## src/rtl/riscv_mon_pkg.sv

```systemverilog
`default_nettype none
// +----------------------------------------------------------------------------+
// | Module   : riscv_mon_pkg                                                   |
// | Brief    : Shared types and constants for the store monitor.               |
// | Revision : 1.0                                                             |
// +----------------------------------------------------------------------------+
package riscv_mon_pkg;

    localparam int unsigned MON_XLEN        = 32;
    localparam int unsigned TOHOST_PASS_VAL = 1;

    typedef enum logic [1:0] {
        RUN     = 2'd0,
        PASS    = 2'd1,
        FAIL    = 2'd2,
        TIMEOUT = 2'd3
    } mon_state_t;

    typedef struct packed {
        logic [MON_XLEN-1:0] addr;
        logic [MON_XLEN-1:0] data;
    } trace_entry_t;

endpackage
`default_nettype wire

```

## src/rtl/mon_trace_fifo.sv

```systemverilog
`default_nettype none
// +----------------------------------------------------------------------------+
// | Module   : mon_trace_fifo                                                  |
// | Brief    : Show-ahead FIFO with sticky overflow flag for the store trace.  |
// | Revision : 1.0                                                             |
// +----------------------------------------------------------------------------+
module mon_trace_fifo #(
    parameter int unsigned DEPTH = 16,
    parameter int unsigned WIDTH = 64
) (
    input  logic                     clk,
    input  logic                     rst,
    input  logic                     push,
    input  logic [WIDTH-1:0]         wr_data,
    input  logic                     pop,
    output logic [WIDTH-1:0]         rd_data,
    output logic                     valid,
    output logic [$clog2(DEPTH):0]   count,
    output logic                     ovf
);

    localparam int unsigned          c_AW       = $clog2(DEPTH);
    localparam logic [c_AW:0]        c_CNT_FULL = DEPTH[c_AW:0];

    logic [WIDTH-1:0] r_mem [DEPTH];
    logic [c_AW-1:0]  r_wr_ptr;
    logic [c_AW-1:0]  r_rd_ptr;
    logic [c_AW:0]    r_count;
    logic             r_ovf;

    logic w_empty;
    logic w_full;
    logic w_pop;
    logic w_push;

    assign w_empty = (r_count == '0);
    assign w_full  = (r_count == c_CNT_FULL);
    assign w_pop   = pop && !w_empty;
    // A simultaneous pop frees the slot, so a push into a full FIFO still lands.
    assign w_push  = push && (!w_full || w_pop);

    always_ff @(posedge clk or posedge rst) begin
        if (rst) begin
            r_wr_ptr <= '0;
            r_rd_ptr <= '0;
            r_count  <= '0;
            r_ovf    <= 1'b0;
        end else begin
            if (w_push) r_wr_ptr <= r_wr_ptr + c_AW'(1);
            if (w_pop)  r_rd_ptr <= r_rd_ptr + c_AW'(1);
            if (w_push && !w_pop)      r_count <= r_count + (c_AW+1)'(1);
            else if (w_pop && !w_push) r_count <= r_count - (c_AW+1)'(1);
            if (push && !w_push) r_ovf <= 1'b1;
        end
    end

    always_ff @(posedge clk) begin
        if (w_push) r_mem[r_wr_ptr] <= wr_data;
    end

    assign rd_data = w_empty ? '0 : r_mem[r_rd_ptr];
    assign valid   = !w_empty;
    assign count   = r_count;
    assign ovf     = r_ovf;

endmodule
`default_nettype wire

```

## src/rtl/riscv_store_monitor.sv

```systemverilog
`default_nettype none
// +----------------------------------------------------------------------------+
// | Module   : riscv_store_monitor                                             |
// | Brief    : Store trace capture, TOHOST pass/fail decode and watchdog.      |
// |            Define RISCV_STORE_MON_PRINT_EN for simulation store printing.  |
// | Revision : 1.0                                                             |
// +----------------------------------------------------------------------------+
module riscv_store_monitor
    import riscv_mon_pkg::*;
#(
    parameter int unsigned     XLEN           = 32,
    parameter int unsigned     TRACE_DEPTH    = 16,
    parameter logic [XLEN-1:0] TOHOST_ADDR    = XLEN'(32'h100),
    parameter int unsigned     TIMEOUT_CYCLES = 10000
) (
    input  logic                           clk,
    input  logic                           rst,
    input  logic                           mem_write,
    input  logic [XLEN-1:0]                data_addr_m,
    input  logic [XLEN-1:0]                write_data_m,
    input  logic                           trace_rd_en,
    output logic                           trace_valid,
    output logic [XLEN-1:0]                trace_addr,
    output logic [XLEN-1:0]                trace_data,
    output logic [$clog2(TRACE_DEPTH):0]   trace_count,
    output logic                           trace_ovf,
    output logic                           done,
    output logic                           pass,
    output logic [XLEN-1:0]                fail_code,
    output logic [31:0]                    cycle_count
);

    localparam logic [31:0] c_TIMEOUT_LAST = 32'(TIMEOUT_CYCLES - 1);

    mon_state_t      r_state;
    mon_state_t      w_state_next;
    logic            r_done;
    logic            r_pass;
    logic [XLEN-1:0] r_fail_code;
    logic [31:0]     r_cycle_count;

    logic            w_capture;
    logic            w_tohost;
    logic            w_timeout_hit;
    logic [2*XLEN-1:0] w_head;

    assign w_capture     = mem_write && (r_state == RUN);
    assign w_tohost      = w_capture && (data_addr_m == TOHOST_ADDR);
    assign w_timeout_hit = (TIMEOUT_CYCLES != 0) && (r_cycle_count == c_TIMEOUT_LAST);

    // TOHOST decode wins over a watchdog expiry in the same cycle.
    always_comb begin
        w_state_next = r_state;
        if (r_state == RUN) begin
            if (w_tohost) begin
                w_state_next = (write_data_m == XLEN'(TOHOST_PASS_VAL)) ? PASS : FAIL;
            end else if (w_timeout_hit) begin
                w_state_next = TIMEOUT;
            end
        end
    end

    always_ff @(posedge clk or posedge rst) begin
        if (rst) begin
            r_state       <= RUN;
            r_done        <= 1'b0;
            r_pass        <= 1'b0;
            r_fail_code   <= '0;
            r_cycle_count <= '0;
        end else begin
            r_state <= w_state_next;
            r_done  <= (w_state_next != RUN);
            r_pass  <= (w_state_next == PASS);
            if (r_state == RUN && w_state_next == FAIL) r_fail_code <= write_data_m >> 1;
            if (r_state == RUN && r_cycle_count != '1)  r_cycle_count <= r_cycle_count + 32'd1;
        end
    end

    mon_trace_fifo #(
        .DEPTH (TRACE_DEPTH),
        .WIDTH (2*XLEN)
    ) u_trace_fifo (
        .clk     (clk),
        .rst     (rst),
        .push    (w_capture),
        .wr_data ({data_addr_m, write_data_m}),
        .pop     (trace_rd_en),
        .rd_data (w_head),
        .valid   (trace_valid),
        .count   (trace_count),
        .ovf     (trace_ovf)
    );

    assign trace_addr  = w_head[2*XLEN-1:XLEN];
    assign trace_data  = w_head[XLEN-1:0];
    assign done        = r_done;
    assign pass        = r_pass;
    assign fail_code   = r_fail_code;
    assign cycle_count = r_cycle_count;

`ifdef RISCV_STORE_MON_PRINT_EN
`ifndef SYNTHESIS
    always @(posedge clk) begin
        if (!rst && w_capture)
            $display("%0t %h %h", $time, data_addr_m, write_data_m);
        if (!rst && r_state == RUN && w_state_next != RUN)
            $display("%0t store monitor terminal state: %s", $time,
                     (w_state_next == PASS) ? "pass" :
                     (w_state_next == FAIL) ? "fail" : "timeout");
    end
`endif
`endif

endmodule
`default_nettype wire

```

## config.mk

```make
export PLATFORM = sky130hd
export DESIGN_NAME = riscv_store_monitor
export DESIGN_NICKNAME = d
export VERILOG_FILES = /design/src/rtl/riscv_mon_pkg.sv /design/src/rtl/mon_trace_fifo.sv /design/src/rtl/riscv_store_monitor.sv
export SDC_FILE = /design/constraint.sdc
export NUM_CORES = 1
export LEC_CHECK = 0
export CAP_MARGIN = 20
export CELL_PAD_IN_SITES_DETAIL_PLACEMENT = 1
export CELL_PAD_IN_SITES_GLOBAL_PLACEMENT = 2
export CORE_MARGIN = 2
export CORE_UTILIZATION = 54
export CTS_BUF_LIST = sky130_fd_sc_hd__clkbuf_8
export DETAILED_ROUTE_END_ITERATION = 7
export HOLD_SLACK_MARGIN = 0.08
export PLACE_DENSITY = 0.88
export SETUP_SLACK_MARGIN = 0.02
export SYNTH_ARGS = -nofsm -noshare
export SYNTH_HDL_FRONTEND = slang
export SYNTH_HIERARCHICAL = 1
export SYNTH_SLANG_ARGS = --single-unit
export TNS_END_PERCENT = 5
```

## constraint.sdc

```tcl
create_clock -name clk -period 17.1 [get_ports clk]
set_input_delay 4.275 -clock clk [delete_from_list [all_inputs] [get_ports clk]]
set_output_delay 4.275 -clock clk [all_outputs]
set_load 0.01 [all_outputs]
```

# Word level (Yosys, flattened, before mapping)
# Memory sizes are Yosys's and may differ from the RTL's.
# Index checks and enable logic that the tools add are counted.
[word_totals]
mem_bits_rw = 1024
output_inout_bits = 137
input_bits = 68
reg_bits = 81
n_memories = 1
[op_classes]
addsub = 5
n_eq_ne = 7
n_reduce_logical = 18
mux = 9
[mem_list]
columns = ["name", "depth", "word_bits", "read_ports", "rd_clocked_by_memory_dff", "write_ports", "line_no", "rtl"]
rows = [
  ["u_trace_fifo.r_mem", 16, 64, 1, 0, 1, "mon_trace_fifo.sv:25", "logic [WIDTH-1:0] r_mem [DEPTH];"],
]
[op_table]
columns = ["op", "count"]
rows = [
  ["two-way mux 64 bit", 1],
  ["adder 32 x 1 -> 32 bit (second input constant)", 1],
  ["equality test 32 x 1 -> 1 bit (second input constant)", 1],
  ["equality test 32 x 14 -> 1 bit (second input constant)", 1],
  ["equality test 32 x 9 -> 1 bit (second input constant)", 1],
  ["!= test 32 bit (second input constant)", 1],
  ["two-way mux 5 bit", 2],
  ["logical AND 1 bit", 9],
  ["adder 4 x 1 -> 4 bit (second input constant)", 2],
  ["two-way mux 2 bit", 4],
  ["adder 5 x 1 -> 5 bit (second input constant)", 1],
  ["equality test 5 bit (second input constant)", 1],
  ["logical NOT 5 bit", 1],
  ["subtractor 5 x 1 -> 5 bit (second input constant)", 1],
  ["logical NOT 1 bit", 4],
  ["nonzero test 2 bit", 2],
  ["equality test 2 x 1 -> 1 bit (second input constant)", 1],
  ["equality test 2 bit (second input constant)", 1],
  ["logical NOT 2 bit", 1],
  ["two-way mux 1 bit", 2],
  ["logical OR 1 bit", 1],
]

# Longest topological paths before layout
# Gate-level depths: netlist of the first run.
[logic_depth]
depth_word = 9
ltp_mapped = 11
ltp_nobuf = 10

# Cells and area by module
# Netlist of the first run, hierarchy kept.
[by_module_without_submodules]
columns = ["module", "instances", "seq_area_each_um2", "area_per_inst_um2", "cells_per_inst"]
rows = [
  ["mon_trace_fifo", 1, 31099.8, 40156.0, 1724],
  ["riscv_store_monitor", 1, 1676.6, 3071.7, 252],
]

# Worst setup path before layout of the first run
# OpenSTA, ideal clock, no wires.
[synth_timing]
path_kind = "input-to-reg"
from = "input port mem_write"
to = "memory u_trace_fifo.r_mem[0][0], enable pin"
slack_ns = 7.316
cell_stages = 5
arrival_time_ns = 9.219
required_ns = 16.535
setup_time_ns = 0.565
cell_sequence = "nor3b_2 o31a_1 buf_6 nand2_1 nor3_1"
[synth_via]
elab_chain_len = 4
[synth_lines]
columns = ["element", "line_no", "rtl"]
rows = [
  ["start: declaration", "riscv_store_monitor.sv:18", "input logic mem_write,"],
  ["logical AND 1 bit", "riscv_store_monitor.sv:47", "assign w_capture = mem_write && (r_state == RUN);"],
  ["logical AND 1 bit", "mon_trace_fifo.sv:40", "assign w_push = push && (!w_full || w_pop);"],
  ["via u_trace_fifo.w_push", "mon_trace_fifo.sv:34", "logic w_push;"],
  ["two-way mux 1 bit", "mon_trace_fifo.sv:58", "if (w_push) r_mem[r_wr_ptr] <= wr_data;"],
  ["two-way mux 1 bit (implied by the code)", "mon_trace_fifo.sv:58", ""],
  ["end: declaration", "mon_trace_fifo.sv:25", ""],
]
# The timed path passes the listed nets, and every way through them passes these cells.

# Worst setup path after layout of the first run
[layout_timing]
from = "register u_trace_fifo.r_rd_ptr[1]"
to = "output port trace_data[29]"
[layout_via]
elab_chain_len = 2
[layout_lines]
columns = ["element", "line_no", "rtl"]
rows = [
  ["start: declaration", "mon_trace_fifo.sv:27", "logic [c_AW-1:0] r_rd_ptr;"],
  ["start signal: assignment", "mon_trace_fifo.sv:50", "if (w_pop) r_rd_ptr <= r_rd_ptr + c_AW'(1);"],
  ["memory (16 x 64 bit)", "-", ""],
  ["two-way mux 64 bit", "mon_trace_fifo.sv:61", "assign rd_data = w_empty ? '0 : r_mem[r_rd_ptr];"],
  ["end: declaration", "riscv_store_monitor.sv:24", "output logic [XLEN-1:0] trace_data,"],
]
# Every way passes these cells.

==> qor.txt, run 1 <==
CTS Sinks -> 1,105
Post-Syn Instances -> 1,976
X dimension of the die -> 287 um
CP endpoint kind -> output port
Setup_tns -> 0 ps
Async SR Flop Fraction -> 0.0733
GPL Wtd Cong -> 0.738
Largest net degree at the start of global routing -> 120
Num CTS Buffers -> 176
Htree depth -> 4
Ys flop type -> edfxtp_1
CTS tree -> yes
Share of cells above drive strength 1 -> 0.259
Vias in the first global route -> 23,700
Cell count of the worst hold path -> 1
Die ar. -> 82,300 um^2
IO buf count -> 203
Worst Path Required -> 12,820 ps
EDFF count, synth -> 1,024
Gr usage total -> 0.265
CP Launch Type -> register
First DRT Iteration DRCs -> 1,975
DRT Pass-1 Iters -> 7
Slowest stage cell, crit path -> dfrtp_4
Wire per inst -> 30.4 um
Setup Viol. Count Final -> 0
Setup bufs post-CTS -> 0
Reg2reg end -> u_trace_fifo/r_mem[12][21]
Leak -> 16.5 nW
Max VDD drop -> 0.000165 V
NumNets Final -> 2,382
IO Pins -> 205
Reg2Reg Launch Point -> r_state[1]
Crit path top cell by count -> buf_4
Syn Nets -> 2,055
Global route overflow -> 0
Worst min-delay path class -> reg2reg
Reg2Reg Setup Slack -> 13,350 ps
Via/cell ratio -> 6.11
Pwr/cell area -> 146 nW/um^2
Critical path's largest stage delay -> 950 ps
Most common cell after layout, fill and taps aside -> edfxtp_1
Initial antenna violation count -> 4
Clk_skew -> 31.7 ps
Worst-path cell chain -> buf_4 -> buf_4 -> buf_16 -> mux4_2 -> mux2i_1 -> o211ai_2 -> clkdlybuf4s50_1
CTS max path bufs -> 3
Site row count -> 103
Clock Latency Late Sink -> 830 ps
Status -> completed
Fmax -> 0.109 GHz
Final hold violations -> 0
Fin crit period -> 9180 ps
Area added between synthesis and finish -> 14.7%
Synth unique cells -> 60
Total number of vias -> 21,400
Post-synthesis sequential area ratio -> 0.758
Slew @ Worst Pin -> 1140 ps
Post-CTS Hold Buffers -> 0
Core ar. -> 79,100 um^2
Root buf cell -> clkbuf_8
Cts repair resizes -> 0
Fillers -> 6,607
Routed Antenna Nets -> 0
Kind of critical path -> reg2out
Post-DP HPWL -> 57,400 um
Starting Density -> 0.546
Slew HR -> 0.238
RSZ-0062 raised after global routing -> no
Routed wire length -> 106,000 um
HP Start -> u_trace_fifo/ovf
First-pass GRT wire length -> 157,000 um
CP arrival -> 4900 ps
Clock transition at the registers of the reported paths -> 60 ps
YS warnings -> 6
Max-slew violation count -> 0
Most frequent cells in the layout -> edfxtp_1, mux4_2, clkdlybuf4s50_1
Die H -> 287 um
Residual DRC -> 0
WHS Endpoint -> u_trace_fifo/ovf
Maxcap violations -> 0
Cell Area, Synth -> 43,200 um^2
Total power -> 7.26 mW
R2R depth -> 5
CP Max Fanout -> 48
FF+latch count, synth -> 1,105
Final period util -> 0.537
Mean Syn Cell Area -> 21.9 um^2
## worst max-delay path, delay by kind of cell (launching register included)
family | cells | cell delay [ps]
muxes | 2 | 800
AOI/OAI and AO/OA | 1 | 190
buffers and inverters | 4 | 2050
DFF | 1 | 950
## through the flow
step	cells	area (um^2)	utilization	hold slack (ps)	setup slack, ps
after floorplan	1976	43200	-	472	7320
after global placement	3172	46300	0.586	477	8680
after detailed placement	3173	46400	0.586	484	8640
after CTS	3491	49500	0.626	498	7670
after global routing	3495	49600	0.627	518	7630
final	3496	49600	0.627	489	7920
## synthesized netlist by cell type, types with 2 or more instances
| cell type | n | share of area |
|---|---|---|
| a2111o_1 | 2 | 0.00052 |
| a21o_1 | 3 | 0.00052 |
| a21oi_1 | 4 | 0.00046 |
| a31oi_1 | 2 | 0.00029 |
| and3_1 | 4 | 0.00058 |
| buf_1 | 7 | 0.00061 |
| buf_2 | 37 | 0.0043 |
| buf_4 | 7 | 0.0012 |
| buf_6 | 31 | 0.0081 |
| clkbuf_1 | 12 | 0.0010 |
| dfrtp_1 | 81 | 0.047 |
| edfxtp_1 | 1024 | 0.71 |
| ha_1 | 10 | 0.0029 |
| inv_1 | 13 | 0.0011 |
| mux2_1 | 2 | 0.00052 |
| mux2_2 | 32 | 0.0083 |
| mux2i_1 | 63 | 0.015 |
| mux4_2 | 256 | 0.13 |
| nand2_1 | 89 | 0.0077 |
| nand2b_1 | 65 | 0.0094 |
| nand3_1 | 15 | 0.0017 |
| nand4_1 | 15 | 0.0022 |
| nor2_1 | 28 | 0.0024 |
| nor3_1 | 11 | 0.0013 |
| nor4_1 | 22 | 0.0032 |
| nor4_4 | 2 | 0.00098 |
| nor4b_1 | 2 | 0.00041 |
| o211ai_1 | 4 | 0.00069 |
| o211ai_2 | 60 | 0.017 |
| o21ai_0 | 3 | 0.00035 |
| o311ai_0 | 2 | 0.00041 |
| or4_4 | 2 | 0.00052 |
| xnor2_1 | 29 | 0.0059 |
| xor2_1 | 11 | 0.0022 |
## flip-flops by register name (all words and copies together), names as in the netlist
name,flops
u_trace_fifo/count,5
done,1
u_trace_fifo/r_wr_ptr,4
u_trace_fifo/r_rd_ptr,4
fail_code,31
r_state,2
u_trace_fifo/r_mem,1024
u_trace_fifo/ovf,1
pass,1
cycle_count,32
## routing by layer
layer,GRT usage,up-vias,share of wire
li1,-,8878,-
met3,0.0533,195,0.069
met5,0,-,0.000066
met2,0.445,860,0.51
met4,0.0893,2,0.026
met1,0.351,11400,0.39
## power breakdown
| group | internal [mW] | switching, mW |
|---|---|---|
| Sequential | 2.97 | 0.0970 |
| Clock | 1.01 | 1.03 |
| Combinational | 1.08 | 1.07 |
| Total | 5.06 | 2.20 |
## cell families (layout without fill, tap and decap cells)
kind of cell             after synthesis  in the layout  share of synthesized area
other                                  1              4                  0.0000867
AO/OA/AOI/OAI                         90             90                     0.0232
multiplexers                         353            353                      0.157
AND/OR/NAND/NOR                      268            268                     0.0335
XOR/XNOR                              40             40                    0.00810
buffers and inverters                108            575                     0.0167
flip-flops                          1105           1105                      0.758
adder cells (fa/ha/maj)               11             11                    0.00336
## how the worst max path moves through the flow
stage / startpoint / endpoint / slack [ps] / cells past startpoint
finish: u_trace_fifo/r_rd_ptr[1] / trace_data[29] / 7920 / 7
global route: u_trace_fifo/r_rd_ptr[1] / trace_data[29] / 7630 / 7
CTS: u_trace_fifo/r_rd_ptr[1] / trace_data[29] / 7670 / 6
detailed placement: u_trace_fifo/r_rd_ptr[1] / trace_data[28] / 8640 / 6
global placement: u_trace_fifo/r_rd_ptr[1] / trace_data[7] / 8680 / 6
floorplan: mem_write / u_trace_fifo/r_mem[0][0] / 7320 / 5
## layout make-up
type / instances / area (um^2) / share of cell area
Inverter: 13 / 50.0 / 0.00101
Multi-Input combinational cell: 763 / 9850 / 0.199
Clock inverter: 135 / 638 / 0.0129
Sequential cell: 1105 / 32800 / 0.661
Timing Repair Buffer: 244 / 2420 / 0.0487
Tap cell: 1050 / 1310 / 0.0265
Antenna cell: 3 / 7.51 / 0.000151
Clock buffer: 183 / 2520 / 0.0508
(Power assumes the default switching activity.)
==> run 2, diff against run 1 <==
--- a/config.mk
+++ b/config.mk
@@ -9,11 +9,11 @@
 export CELL_PAD_IN_SITES_DETAIL_PLACEMENT = 1
 export CELL_PAD_IN_SITES_GLOBAL_PLACEMENT = 2
 export CORE_MARGIN = 2
-export CORE_UTILIZATION = 54
+export CORE_UTILIZATION = 50
 export CTS_BUF_LIST = sky130_fd_sc_hd__clkbuf_8
 export DETAILED_ROUTE_END_ITERATION = 7
 export HOLD_SLACK_MARGIN = 0.08
-export PLACE_DENSITY = 0.88
+export PLACE_DENSITY = 0.82
 export SETUP_SLACK_MARGIN = 0.02
 export SYNTH_ARGS = -nofsm -noshare
 export SYNTH_HDL_FRONTEND = slang
==> constraint.sdc (replaced) <==
create_clock -name clk -period 8.6 [get_ports clk]
set_input_delay 2.15 -clock clk [delete_from_list [all_inputs] [get_ports clk]]
set_output_delay 2.15 -clock clk [all_outputs]
set_load 0.01 [all_outputs]
==> qor.txt, run 2 (synthesized netlist as in run 1, its figures left out) <==
Status -> completed
Post-CTS Hold Buffers -> 0
Top reg by flops -> u_trace_fifo/r_mem
Pwr/cell area -> 288 nW/um^2
Leak -> 16.5 nW
Worst Setup SP -> u_trace_fifo/r_rd_ptr[2]
Final hold violations -> 0
IO Pins -> 205
CTS max path bufs -> 3
Gr usage total -> 0.234
Die H -> 298 um
First-pass GRT wire length -> 153,000 um
Initial antenna violation count -> 4
Fmax -> 0.152 GHz
Share of cells above drive strength 1 -> 0.266
Post-DP HPWL -> 59,000 um
CP endpoint kind -> output port
Routed Antenna Nets -> 0
Root buf cell -> clkbuf_8
CP arrival -> 4420 ps
Worst slack, placed -> 2590 ps
Fin crit period -> 6570 ps
Global route overflow -> 0
CP Max Fanout -> 67
Residual DRC -> 0
Worst min-delay path class -> reg2reg
Kind of critical path -> reg2out
Hold_ws -> 502 ps
Slew HR -> 0.249
Max-slew violation count -> 0
Num CTS Buffers -> 174
X dimension of the die -> 298 um
GPL Wtd Cong -> 0.792
CTS tree -> yes
Most common cell after layout, fill and taps aside -> edfxtp_1
CP Launch Type -> register
Via/cell ratio -> 5.86
Area added between synthesis and finish -> 15.2%
Starting Density -> 0.506
Total number of vias -> 21,100
NumNets Final -> 2,395
Wire per inst -> 28.3 um
Clock Latency Late Sink -> 810 ps
HP Start -> fail_code[4]
Site row count -> 107
Setup WS post-layout -> 2030 ps
Max VDD drop -> 0.000278 V
Setup_tns -> 0 ps
Clk_skew -> 43.6 ps
RSZ-0062 raised after global routing -> no
DRT Pass-1 Iters -> 7
Maxcap violations -> 0
Core ar. -> 85,400 um^2
Setup Viol. Count Final -> 0
Vias in the first global route -> 23,400
First DRT Iteration DRCs -> 1,601
CTS Sinks -> 1,105
Cts repair resizes -> 0
Slew @ Worst Pin -> 1120 ps
Largest register FFs -> 1,024
Largest net degree at the start of global routing -> 86
Most frequent cells in the layout -> edfxtp_1, mux4_2, clkdlybuf4s50_1
Clock transition at the registers of the reported paths -> 60 ps
IO buf count -> 203
Final period util -> 0.764
Setup bufs post-CTS -> 0
Worst Path Required -> 6450 ps
Die ar. -> 88,800 um^2
Reg2Reg Launch Point -> r_state[1]
Routed wire length -> 102,000 um
Htree depth -> 4
==> run 2: per-stage QoR <==
step / total power [mW] / instance area (um^2) / utilization / std cells
after floorplan: 9.02 / 43200 / - / 1976
after global placement: 10.5 / 46600 / 0.546 / 3281
after detailed placement: 10.5 / 46600 / 0.546 / 3283
after CTS: 14.5 / 49800 / 0.583 / 3602
after global routing: 14.9 / 49800 / 0.583 / 3605
final: 14.3 / 49800 / 0.583 / 3605
==> run 2: path summary, 6_finish.rpt <==
kind	end	slack (ps)	cells after the start
max	trace_data[0]	2030	5
min	fail_code[4]	500	1
max reg2reg	u_trace_fifo/r_mem[4][36]	4710	5
min reg2reg	fail_code[4]	500	1
max in group asynchronous	fail_code[22]	5870	3
min in group asynchronous	fail_code[1]	1580	2
==> run 2: power breakdown <==
| group | internal, mW | switching, mW | leakage (nW) |
|---|---|---|---|
| registers | 5.90 | 0.233 | 10.3 |
| clock network | 1.98 | 2.02 | 1.86 |
| logic | 2.14 | 2.05 | 4.39 |
==> run 2: area by class of cell <==
| cell class | count | area, um^2 |
|---|---|---|
| diodes | 2 | 5.00 |
| well taps | 1144 | 1430 |
| clock inverters | 139 | 639 |
| fillers | 7356 | 35600 |
| flip-flops and latches | 1105 | 32800 |
| multi-input cells | 763 | 9850 |
| clock buffers | 180 | 2480 |
| repair buffers | 259 | 2550 |
| inverters | 13 | 50.0 |
==> run 2: per-layer routing <==
layer	up-vias	part of all wire	global-route usage
met4	4	0.024	0.0755
met5	-	0.00021	0
met3	167	0.063	0.0527
li1	8882	-	-
met2	756	0.51	0.391
met1	11300	0.40	0.307
==> run 2: critical path: stages (launching register included) <==
cell	delay, ps
dfrtp_4	1100
buf_4	890
mux4_2	370
mux2i_1	70
o211ai_1	420
clkdlybuf4s50_1	630
==> run 3, diff against run 2 <==
==> constraint.sdc (replaced) <==
create_clock -name clk -period 6.6 [get_ports clk]
set_input_delay 1.65 -clock clk [delete_from_list [all_inputs] [get_ports clk]]
set_output_delay 1.65 -clock clk [all_outputs]
set_load 0.01 [all_outputs]
==> qor.txt, run 3 (synthesized netlist as in run 1, its figures left out) <==
Gr usage total -> 0.240
Max-slew violation count -> 0
DRT Pass-1 Iters -> 5
GPL Wtd Cong -> 0.792
Routed Antenna Nets -> 0
NumNets Final -> 2,393
Die H -> 298 um
Worst-path cell chain -> buf_4 -> mux4_2 -> mux2i_1 -> o211ai_1 -> clkdlybuf4s50_1
CP endpoint kind -> output port
Fmax -> 0.177 GHz
Site row count -> 107
Share of cells above drive strength 1 -> 0.271
Worst min-delay path class -> reg2reg
IO Pins -> 205
Final period util -> 0.854
Residual DRC -> 0
Maxcap violations -> 0
Final hold violations -> 0
Post-DP HPWL -> 56,700 um
Htree depth -> 4
CP Launch Type -> register
Clock transition at the registers of the reported paths -> 60 ps
Total power -> 19.1 mW
CP Max Fanout -> 48
Largest register FFs -> 1,024
Leak -> 16.6 nW
CTS tree -> yes
Status -> completed
Clk_skew -> 40.5 ps
Cts repair resizes -> 0
Slowest stage cell, crit path -> dfrtp_4
CP arrival -> 3990 ps
Placed inst area -> 46,700 um^2
Critical path's largest stage delay -> 970 ps
Setup bufs post-CTS -> 0
Via/cell ratio -> 5.92
Wire per inst -> 29.1 um
IO buf count -> 203
Initial antenna violation count -> 6
CTS Sinks -> 1,105
RSZ-0062 raised after global routing -> no
Top reg by flops -> u_trace_fifo/r_mem
Area added between synthesis and finish -> 15.7%
Fin crit period -> 5640 ps
Fin area -> 50,000 um^2
Setup Viol. Count Final -> 0
Worst Path Required -> 4950 ps
Die ar. -> 88,800 um^2
Post-CTS Hold Buffers -> 0
Clock Latency Late Sink -> 830 ps
Pwr/cell area -> 381 nW/um^2
Core ar. -> 85,400 um^2
Hold_ws -> 497 ps
Root buf cell -> clkbuf_8
Setup_tns -> 0 ps
Kind of critical path -> reg2out
Most frequent cells in the layout -> edfxtp_1, mux4_2, clkdlybuf4s50_1
Global route overflow -> 0
Slew HR -> 0.304
X dimension of the die -> 298 um
Max VDD drop -> 0.000299 V
Total number of vias -> 21,300
CTS max path bufs -> 3
First-pass GRT wire length -> 156,000 um
Routed wire length -> 105,000 um
Slew @ Worst Pin -> 1040 ps
Num CTS Buffers -> 174
Fillers -> 7,350
First DRT Iteration DRCs -> 1,651
Starting Density -> 0.506
Core Util, Final -> 0.586
Vias in the first global route -> 23,700
Largest net degree at the start of global routing -> 68
Most common cell after layout, fill and taps aside -> edfxtp_1
[run 3: cell types whose count changed in the layout (fill, tap and decap cells not counted), moves of 2 or more]
cell,previous run,this run
diode_2,2,6
buf_4,49,44
clkinv_2,20,22
clkinvlp_4,2,4
inv_1,81,69
buf_12,6,10
clkinv_1,39,31
clkbuf_8,180,184
bufinv_16,1,8
inv_6,4,2
[run 3: through the flow]
step	worst slack (ps)	cells
2_1_floorplan	-558	1976
3_3_place_gp	1300	3282
3_5_place_dp	1280	3282
5_1_grt	753	3597
4_1_cts	821	3593
6_report	962	3599
[run 3: critical path, delay by kind of cell, from the launching register on]
family	cells	cell delay, ps
AO/OA/AOI/OAI	1	390
flip-flops	1	970
buffers and inverters	2	1360
multiplexers	2	420
[run 3: worst paths after layout]
kind                       slack [ps]                        to                     start  cells after the start
max in group asynchronous        4410             fail_code[22]                       rst                      3
min reg2reg                       500             fail_code[10]             fail_code[10]                      1
min                               500             fail_code[10]             fail_code[10]                      1
max reg2reg                      2810     u_trace_fifo/count[4]                r_state[1]                      9
min in group asynchronous        1260  u_trace_fifo/r_wr_ptr[1]                       rst                      2
max                               960             trace_data[0]  u_trace_fifo/r_rd_ptr[2]                      5
[run 3: routing by layer]
metal,global-route usage,vias up,share of wire
met1,0.315,11500,0.40
li1,-,8874,-
met5,0,-,0.00026
met4,0.0944,4,0.030
met3,0.0595,193,0.070
met2,0.390,761,0.50
[run 3: report_power, final]
part           internal, mW  switching [mW]
clock                  2.89            2.64
sequential             7.69           0.240
combinational          2.83            2.76
total                  13.4            5.64
[run 3: layout make-up]
type | count | area (um^2) | share of cell area
diodes | 6 | 15.0 | 0.000300
repair buffers | 257 | 2560 | 0.0512
clock inverters | 127 | 773 | 0.0155
flip-flops and latches | 1105 | 32800 | 0.656
multi-input cells | 763 | 9860 | 0.197
clock buffers | 184 | 2530 | 0.0506
inverters | 13 | 50.0 | 0.00100
well taps | 1144 | 1430 | 0.0286
